<file path="src/rtl/piano_pkg.sv">
// Shared note encoding, recorder entry layout and recorder FSM states.
package piano_pkg;

    localparam int NOTE_W    = 4;
    localparam int DUR_W_DEF = 26;

    // Key code 0 is a rest; C..B follow chromatically.
    localparam logic [NOTE_W-1:0] KEY_REST = 4'd0;
    localparam logic [NOTE_W-1:0] KEY_C    = 4'd1;
    localparam logic [NOTE_W-1:0] KEY_CS   = 4'd2;
    localparam logic [NOTE_W-1:0] KEY_D    = 4'd3;
    localparam logic [NOTE_W-1:0] KEY_DS   = 4'd4;
    localparam logic [NOTE_W-1:0] KEY_E    = 4'd5;
    localparam logic [NOTE_W-1:0] KEY_F    = 4'd6;
    localparam logic [NOTE_W-1:0] KEY_FS   = 4'd7;
    localparam logic [NOTE_W-1:0] KEY_G    = 4'd8;
    localparam logic [NOTE_W-1:0] KEY_GS   = 4'd9;
    localparam logic [NOTE_W-1:0] KEY_A    = 4'd10;
    localparam logic [NOTE_W-1:0] KEY_AS   = 4'd11;
    localparam logic [NOTE_W-1:0] KEY_B    = 4'd12;

    typedef struct packed {
        logic [NOTE_W-1:0]    key;
        logic [DUR_W_DEF-1:0] hold;
        logic [DUR_W_DEF-1:0] period;
    } note_entry_t;

    typedef enum logic [2:0] {
        ST_IDLE,
        ST_ARMED,
        ST_HOLD,
        ST_GAP,
        ST_CAND
    } rec_state_t;

endpackage

</file>
<file path="src/rtl/rec_mem.sv">
// Note-entry storage: one write port, one registered read port (read-during-write returns old data).
module rec_mem #(
    parameter int DEPTH  = 32,
    parameter int DATA_W = 56
) (
    input  logic                     clk,
    input  logic                     rst,
    input  logic                     wr_en_i,
    input  logic [$clog2(DEPTH)-1:0] wr_addr_i,
    input  logic [DATA_W-1:0]        wr_data_i,
    input  logic [$clog2(DEPTH)-1:0] rd_addr_i,
    output logic [DATA_W-1:0]        rd_data_o
);

    logic [DATA_W-1:0] mem_q [DEPTH];

    // Contents intentionally survive reset; only the read register clears.
    always_ff @(posedge clk) begin
        if (wr_en_i) begin
            mem_q[wr_addr_i] <= wr_data_i;
        end
    end

    always_ff @(posedge clk or posedge rst) begin
        if (rst) begin
            rd_data_o <= '0;
        end else begin
            rd_data_o <= mem_q[rd_addr_i];
        end
    end

endmodule

</file>
<file path="src/rtl/song_recorder.sv">
// Records a live key_on/key stream as {key, hold, period} entries; glitch filter under SONG_REC_MIN_FILTER_EN.
// States: IDLE wait rec_en rise | ARMED wait first onset | HOLD note sounding | GAP note released | CAND new note not yet proven >= MIN_HOLD
module song_recorder
    import piano_pkg::*;
#(
    parameter int DEPTH    = 32,
    parameter int DUR_W    = 26,
    parameter int MIN_HOLD = 1_000_000
) (
    input  logic                     clk,
    input  logic                     rst,
    input  logic                     rec_en,
    input  logic                     key_on,
    input  logic [NOTE_W-1:0]        key,
    input  logic [$clog2(DEPTH)-1:0] rd_addr,
    output logic [NOTE_W-1:0]        rd_key,
    output logic [DUR_W-1:0]         rd_hold,
    output logic [DUR_W-1:0]         rd_period,
    output logic [$clog2(DEPTH):0]   note_count,
    output logic                     busy,
    output logic                     full,
    output logic                     commit
);

    localparam int AW = $clog2(DEPTH);
    localparam int CW = AW + 1;

    typedef struct packed {
        logic [NOTE_W-1:0] key;
        logic [DUR_W-1:0]  hold;
        logic [DUR_W-1:0]  period;
    } entry_t;

    localparam int ENTRY_W = $bits(entry_t);
    localparam logic [DUR_W-1:0] CNT_MAX = '1;
    localparam longint unsigned PROMOTE_AT = (MIN_HOLD > 1) ? 64'(MIN_HOLD - 1) : 64'd0;

`ifdef SONG_REC_MIN_FILTER_EN
    localparam bit FILTER_EN = 1'b1;
`else
    localparam bit FILTER_EN = 1'b0;
`endif

    rec_state_t        state_q, state_d;
    logic              rec_en_q, key_on_q;
    logic [NOTE_W-1:0] key_q, key_d, cand_key_q, cand_key_d;
    logic [DUR_W-1:0]  hold_q, hold_d, cnt_q, cnt_d, cand_cnt_q, cand_cnt_d;
    logic [CW-1:0]     note_count_q, note_count_d, nc_inc;
    logic              commit_q;

    logic              rise, fall, onset, promote, wr_en;
    logic [DUR_W-1:0]  cnt_inc, cand_inc;
    entry_t            wr_entry, rd_entry;
    logic [ENTRY_W-1:0] rd_data;

    assign rise     = rec_en & ~rec_en_q;
    assign fall     = ~rec_en & rec_en_q;
    assign onset    = key_on & ~key_on_q;
    assign cnt_inc  = (cnt_q == CNT_MAX) ? cnt_q : cnt_q + DUR_W'(1);
    assign cand_inc = (cand_cnt_q == CNT_MAX) ? cand_cnt_q : cand_cnt_q + DUR_W'(1);
    assign nc_inc   = note_count_q + CW'(1);
    // Once the candidate is still held past MIN_HOLD-1 cycles its hold can no longer fall short.
    assign promote  = (64'(cand_cnt_q) >= PROMOTE_AT) || (cand_cnt_q == CNT_MAX);

    always_ff @(posedge clk or posedge rst) begin
        if (rst) begin
            state_q      <= ST_IDLE;
            rec_en_q     <= 1'b0;
            key_on_q     <= 1'b0;
            key_q        <= '0;
            hold_q       <= '0;
            cnt_q        <= '0;
            cand_key_q   <= '0;
            cand_cnt_q   <= '0;
            note_count_q <= '0;
            commit_q     <= 1'b0;
        end else begin
            state_q      <= state_d;
            rec_en_q     <= rec_en;
            key_on_q     <= key_on;
            key_q        <= key_d;
            hold_q       <= hold_d;
            cnt_q        <= cnt_d;
            cand_key_q   <= cand_key_d;
            cand_cnt_q   <= cand_cnt_d;
            note_count_q <= note_count_d;
            commit_q     <= wr_en;
        end
    end

    always_comb begin
        state_d         = state_q;
        key_d           = key_q;
        hold_d          = hold_q;
        cnt_d           = cnt_q;
        cand_key_d      = cand_key_q;
        cand_cnt_d      = cand_cnt_q;
        note_count_d    = note_count_q;
        wr_en           = 1'b0;
        wr_entry.key    = key_q;
        wr_entry.hold   = hold_q;
        wr_entry.period = cnt_q;
        case (state_q)
            ST_IDLE: begin
                if (rise) begin
                    note_count_d = '0;
                    state_d      = ST_ARMED;
                end
            end
            ST_ARMED: begin
                if (fall) begin
                    state_d = ST_IDLE;
                end else if (onset) begin
                    key_d   = key;
                    cnt_d   = DUR_W'(1);
                    state_d = ST_HOLD;
                end
            end
            ST_HOLD: begin
                if (fall) begin
                    wr_en         = 1'b1;
                    wr_entry.hold = cnt_q;
                    state_d       = ST_IDLE;
                end else if (!key_on) begin
                    hold_d  = cnt_q;
                    cnt_d   = cnt_inc;
                    state_d = ST_GAP;
                end else if (key != key_q) begin
                    if (FILTER_EN) begin
                        hold_d     = cnt_q;
                        cand_key_d = key;
                        cand_cnt_d = DUR_W'(1);
                        cnt_d      = cnt_inc;
                        state_d    = ST_CAND;
                    end else begin
                        wr_en         = 1'b1;
                        wr_entry.hold = cnt_q;
                        key_d         = key;
                        cnt_d         = DUR_W'(1);
                    end
                end else begin
                    cnt_d = cnt_inc;
                end
            end
            ST_GAP: begin
                if (fall) begin
                    wr_en   = 1'b1;
                    state_d = ST_IDLE;
                end else if (onset) begin
                    if (FILTER_EN) begin
                        cand_key_d = key;
                        cand_cnt_d = DUR_W'(1);
                        cnt_d      = cnt_inc;
                        state_d    = ST_CAND;
                    end else begin
                        wr_en   = 1'b1;
                        key_d   = key;
                        cnt_d   = DUR_W'(1);
                        state_d = ST_HOLD;
                    end
                end else begin
                    cnt_d = cnt_inc;
                end
            end
            ST_CAND: begin
                // cnt keeps running the previous note's period; a discarded candidate folds into it.
                if (fall) begin
                    wr_en   = 1'b1;
                    state_d = ST_IDLE;
                end else if (!key_on) begin
                    cnt_d   = cnt_inc;
                    state_d = ST_GAP;
                end else if (key != cand_key_q) begin
                    cand_key_d = key;
                    cand_cnt_d = DUR_W'(1);
                    cnt_d      = cnt_inc;
                end else if (promote) begin
                    wr_en           = 1'b1;
                    wr_entry.period = cnt_q - cand_cnt_q;
                    key_d           = cand_key_q;
                    cnt_d           = cand_inc;
                    state_d         = ST_HOLD;
                end else begin
                    cnt_d      = cnt_inc;
                    cand_cnt_d = cand_inc;
                end
            end
            default: begin
                state_d = ST_IDLE;
            end
        endcase
        if (wr_en) begin
            note_count_d = nc_inc;
            if (nc_inc == CW'(DEPTH)) begin
                state_d = ST_IDLE;
            end
        end
    end

    always_comb begin
        busy       = (state_q != ST_IDLE);
        full       = (note_count_q == CW'(DEPTH));
        commit     = commit_q;
        note_count = note_count_q;
        rd_entry   = entry_t'(rd_data);
        rd_key     = rd_entry.key;
        rd_hold    = rd_entry.hold;
        rd_period  = rd_entry.period;
    end

    rec_mem #(
        .DEPTH  (DEPTH),
        .DATA_W (ENTRY_W)
    ) u_rec_mem (
        .clk       (clk),
        .rst       (rst),
        .wr_en_i   (wr_en),
        .wr_addr_i (note_count_q[AW-1:0]),
        .wr_data_i (wr_entry),
        .rd_addr_i (rd_addr),
        .rd_data_o (rd_data)
    );

endmodule

</file>
<file path="config.mk">
export PLATFORM = sky130hd
export DESIGN_NAME = song_recorder
export DESIGN_NICKNAME = d
export VERILOG_FILES = /design/src/rtl/piano_pkg.sv /design/src/rtl/rec_mem.sv /design/src/rtl/song_recorder.sv
export SDC_FILE = /design/constraint.sdc
export NUM_CORES = 2
export LEC_CHECK = 0
export CAP_MARGIN = 10
export CORE_ASPECT_RATIO = 1.75
export CORE_MARGIN = 2
export CORE_UTILIZATION = 60
export DETAILED_ROUTE_END_ITERATION = 6
export HOLD_SLACK_MARGIN = 0.05
export PLACE_DENSITY = 0.86
export SYNTH_ARGS = -nofsm -noshare
export SYNTH_HDL_FRONTEND = slang
export SYNTH_HIERARCHICAL = 1
export SYNTH_SLANG_ARGS = --single-unit
</file>
<file path="constraint.sdc">
create_clock -name clk -period 12.44 [get_ports clk]
set_input_delay 3.11 -clock clk [delete_from_list [all_inputs] [get_ports clk]]
set_output_delay 3.11 -clock clk [all_outputs]
set_load 0.03 [all_outputs]
</file>
==> flow_metrics.env <==
export IMPL_vdd_ir_drop_max_v=0.0002085
export IMPL_power_leakage_nw=31.27
export IMPL_numCtsBuffers=158
export IMPL_grt_pass1_vias=46240
export IMPL_hold_path_end="hold_q[13]"
export IMPL_numPortBuffers=77
export IMPL_die_h_microns=482.5
export IMPL_die_area_sq_um=133900
export IMPL_r2r_end="u_rec_mem/mem_q[22][36]"
export IMPL_initial_core_util_pct=60.46
export IMPL_ys_ff_latch=1946
export IMPL_cts_sinks=1946
export IMPL_die_w_microns=277.4
export IMPL_syn_to_final_growth_pct=9.891
export IMPL_via_count=45400
export IMPL_yosysSeqAreaShare_pct=73.45
export IMPL_grt_total_usage_pct=30.32
export IMPL_htree_levels=4
export IMPL_rrSetupSlack_ns=5.98
export IMPL_fin_crit_sh_pct=71.65
export IMPL_root_buffer="clkbuf_16"
export IMPL_fillCellCount=7929
export IMPL_rr_startpoint="cand_key_q[2]"
export IMPL_violations="DRC"
export IMPL_seqPwrFrac_pct=55.5
export IMPL_cts_reportedPaths_clkPinSlew_ns=0.06
export IMPL_grt_overflow_total=0
export IMPL_clk_path_buf_depth=3
export IMPL_syn_area_sq_um=78510
export IMPL_drv_cap=0
export IMPL_hold_depth=1
export IMPL_max_slew_margin_pct=13.53
export IMPL_switching_share_pct=22.59
export IMPL_wl_met3_mm=20.13
export IMPL_dp_hpwl_mm=112.5
export IMPL_finalPower_w=0.01328
export IMPL_cts_tree="built"
export IMPL_status="complete, but fails checks"
export IMPL_std_cell_rows=175
export IMPL_final_setup_skew_ns=0.02362
export IMPL_io_pins=78
export IMPL_hold_buffers=0
export IMPL_hp_class="register to register"
export IMPL_fmax_mhz=112.2
export IMPL_async_reset_ff_share_pct=7.914
export IMPL_place_area_sq_um=81050
export IMPL_rsz0062_at_grt="false"
export IMPL_clkPwrFrac_pct=37.5
export IMPL_yosys_top_cells_area="edfxtp_1, mux2i_1, dfrtp_1"
export IMPL_clock_latency_ns=0.79
export IMPL_synth_edf_count=1792
export IMPL_p_per_area_nw_per_um2=153.9
export IMPL_dr_wl_met2_mm=103.4
export IMPL_synth_net_count=4838
export IMPL_stdcell_area_sq_um=86270
export IMPL_setup_tns_ns=0
export IMPL_power_switching_w=0.002999
export IMPL_dr_pass1_iters=7
export IMPL_synth_area_leader_cell="edfxtp_1"
export IMPL_layout_common_cells="edfxtp_1, mux2i_1, nand2_1, a21oi_1, nand3_1"
export IMPL_synth_cell_types=73
export IMPL_grt_pass1_wl_mm=296.0
export IMPL_drive_gt1_share_pct=9.635
export IMPL_antenna_found_initial=8
export IMPL_arrival_ns=9.32
export IMPL_drc=1
export IMPL_utilization_pct=66.44
export IMPL_final_common_cell="edfxtp_1"
export IMPL_synthCells=4794
export IMPL_ant_nets=0
export IMPL_crit_required_ns=12.85
export IMPL_synth_top_area_share_pct=68.54
export IMPL_highest_layer="met5"
export IMPL_post_cts_buffers=0
export IMPL_nNetsFinal=4906
export IMPL_worst_pin_slew_ns=1.297
export IMPL_crit_fanout=34
export IMPL_syn_mean_instance_area_sq_um=16.38
export IMPL_period_needed_ns=8.913
export IMPL_crit_path_start_kind="input pin"
export IMPL_end_kind="register"
export IMPL_min_from="hold_q[13]"
export IMPL_wl_met1_mm=65.76
export IMPL_combPwrFrac_pct=7.0
export IMPL_p_int_w=0.01028
export IMPL_hold_viol=0
export IMPL_grt_max_degree=140
export IMPL_core_sq_um=129800
export IMPL_synth_ff_type="edfxtp_1"
export IMPL_setup_viol_count_final=0
export IMPL_gp_congestion=0.9392
export IMPL_cts_repair_resized=0
export IMPL_criticalPathCategory="input pin to register"
export IMPL_fin_cells=6675
export IMPL_slew_violations=0
export IMPL_synth_warnings=6
export IMPL_wirelength_mm=204.6
export IMPL_vias_per_cell=6.802
export IMPL_drt_iter0_markers=5878
export IMPL_detail_route_wl_per_cell_microns=30.66
export IMPL_rr_worst_depth=9
export IMPL_placed_cells=6377
[kinds of logic after synthesis]
family                     after synthesis  share of synthesized area (%)
xor gates and xnor gates                51                         0.5690
adders and majority gates               31                         0.5036
DFF                                   1946                          73.45
muxes                                  960                          12.33
AOI/OAI and AO/OA                      735                          6.262
buffers and inverters                  321                          2.352
and+or+nand+nor                        750                          4.528
[critical path, cell delays in order]
cell and delay (ns):
clkdlybuf4s50_1 0.48, xnor2_1 0.24, nand4_1 0.76, o21bai_1 0.52, nor3_1 0.79, nor2_1 0.41, inv_1 0.39, nand3b_1 0.69
nor2_4 1.06, buf_4 0.79
[power by group through the flow]
stage	sequential [W]	combinational, W	clock, W
floorplan	0.00756	0.000480	0
global placement	0.00750	0.000875	0
detailed placement	0.00750	0.000900	0
CTS	0.00736	0.000911	0.00500
global route	0.00737	0.000966	0.00523
finish	0.00736	0.000929	0.00498
[cell usage after synthesis, drive strengths merged (40+ instances only)]
master and count:
buf 163, nand2 272, mux2 58, a22oi 172, edfxtp 1792, xnor2 40, a22o 113, o21ai 91
mux2i 902, dfrtp 154, inv 46, a21oi 208, nor2 84, nand3 204, nor3 75, clkbuf 112
a31oi 63
[cell type report]
class / count / area (sq um) / area share, %
clock buffer: 196 / 4169 / 4.832
clock inverter: 94 / 937.1 / 1.086
tap: 1681 / 2103 / 2.438
timing repair buffer: 183 / 1749 / 2.028
inverter: 46 / 177.7 / 0.2059
sequential: 1946 / 57670 / 66.84
multi-input combinational: 2527 / 19460 / 22.56
antenna: 2 / 5.005 / 0.005801
[how the worst max path moves through the flow]
stage	endpoint	cells past startpoint	slack (ns)	from
2_1_floorplan	u_rec_mem/mem_q[12][0]	9	4.55	key[0]
3_3_place_gp	u_rec_mem/mem_q[23][33]	10	3.05	key[2]
3_5_place_dp	u_rec_mem/mem_q[22][33]	10	2.88	key[2]
4_1_cts	u_rec_mem/mem_q[22][37]	10	3.70	key[2]
5_1_grt	u_rec_mem/mem_q[22][36]	10	3.24	key[2]
6_report	u_rec_mem/mem_q[22][36]	10	3.53	key[2]
[metrics by stage]
| stage | hold slack, ns | setup slack [ns] |
|---|---|---|
| 2_1_floorplan | 0.4687 | 4.549 |
| 3_3_place_gp | 0.4852 | 3.046 |
| 3_5_place_dp | 0.4920 | 2.879 |
| 4_1_cts | 0.5058 | 3.702 |
| 5_1_grt | 0.5177 | 3.243 |
| 6_report | 0.5037 | 3.527 |
[registers in the layout, indices dropped and copies added (netlist names)]
name and count:
rec_en_q 1, state_q 3, commit 1, key_q 4, note_count 6, cnt_q 26
u_rec_mem/rd_data_o 56, hold_q 26, u_rec_mem/mem_q 1792, cand_cnt_q 26, key_on_q 1, cand_key_q 4
[per-layer routing]
| metal | global-route usage, % | up-vias |
|---|---|---|
| li1 | - | 18850 |
| met1 | 34.68 | 22550 |
| met2 | 52.12 | 3247 |
| met3 | 5.227 | 745 |
| met4 | 21.20 | 4 |
| met5 | 0 | - |
Note: power is estimated with default switching activity, not from simulation.
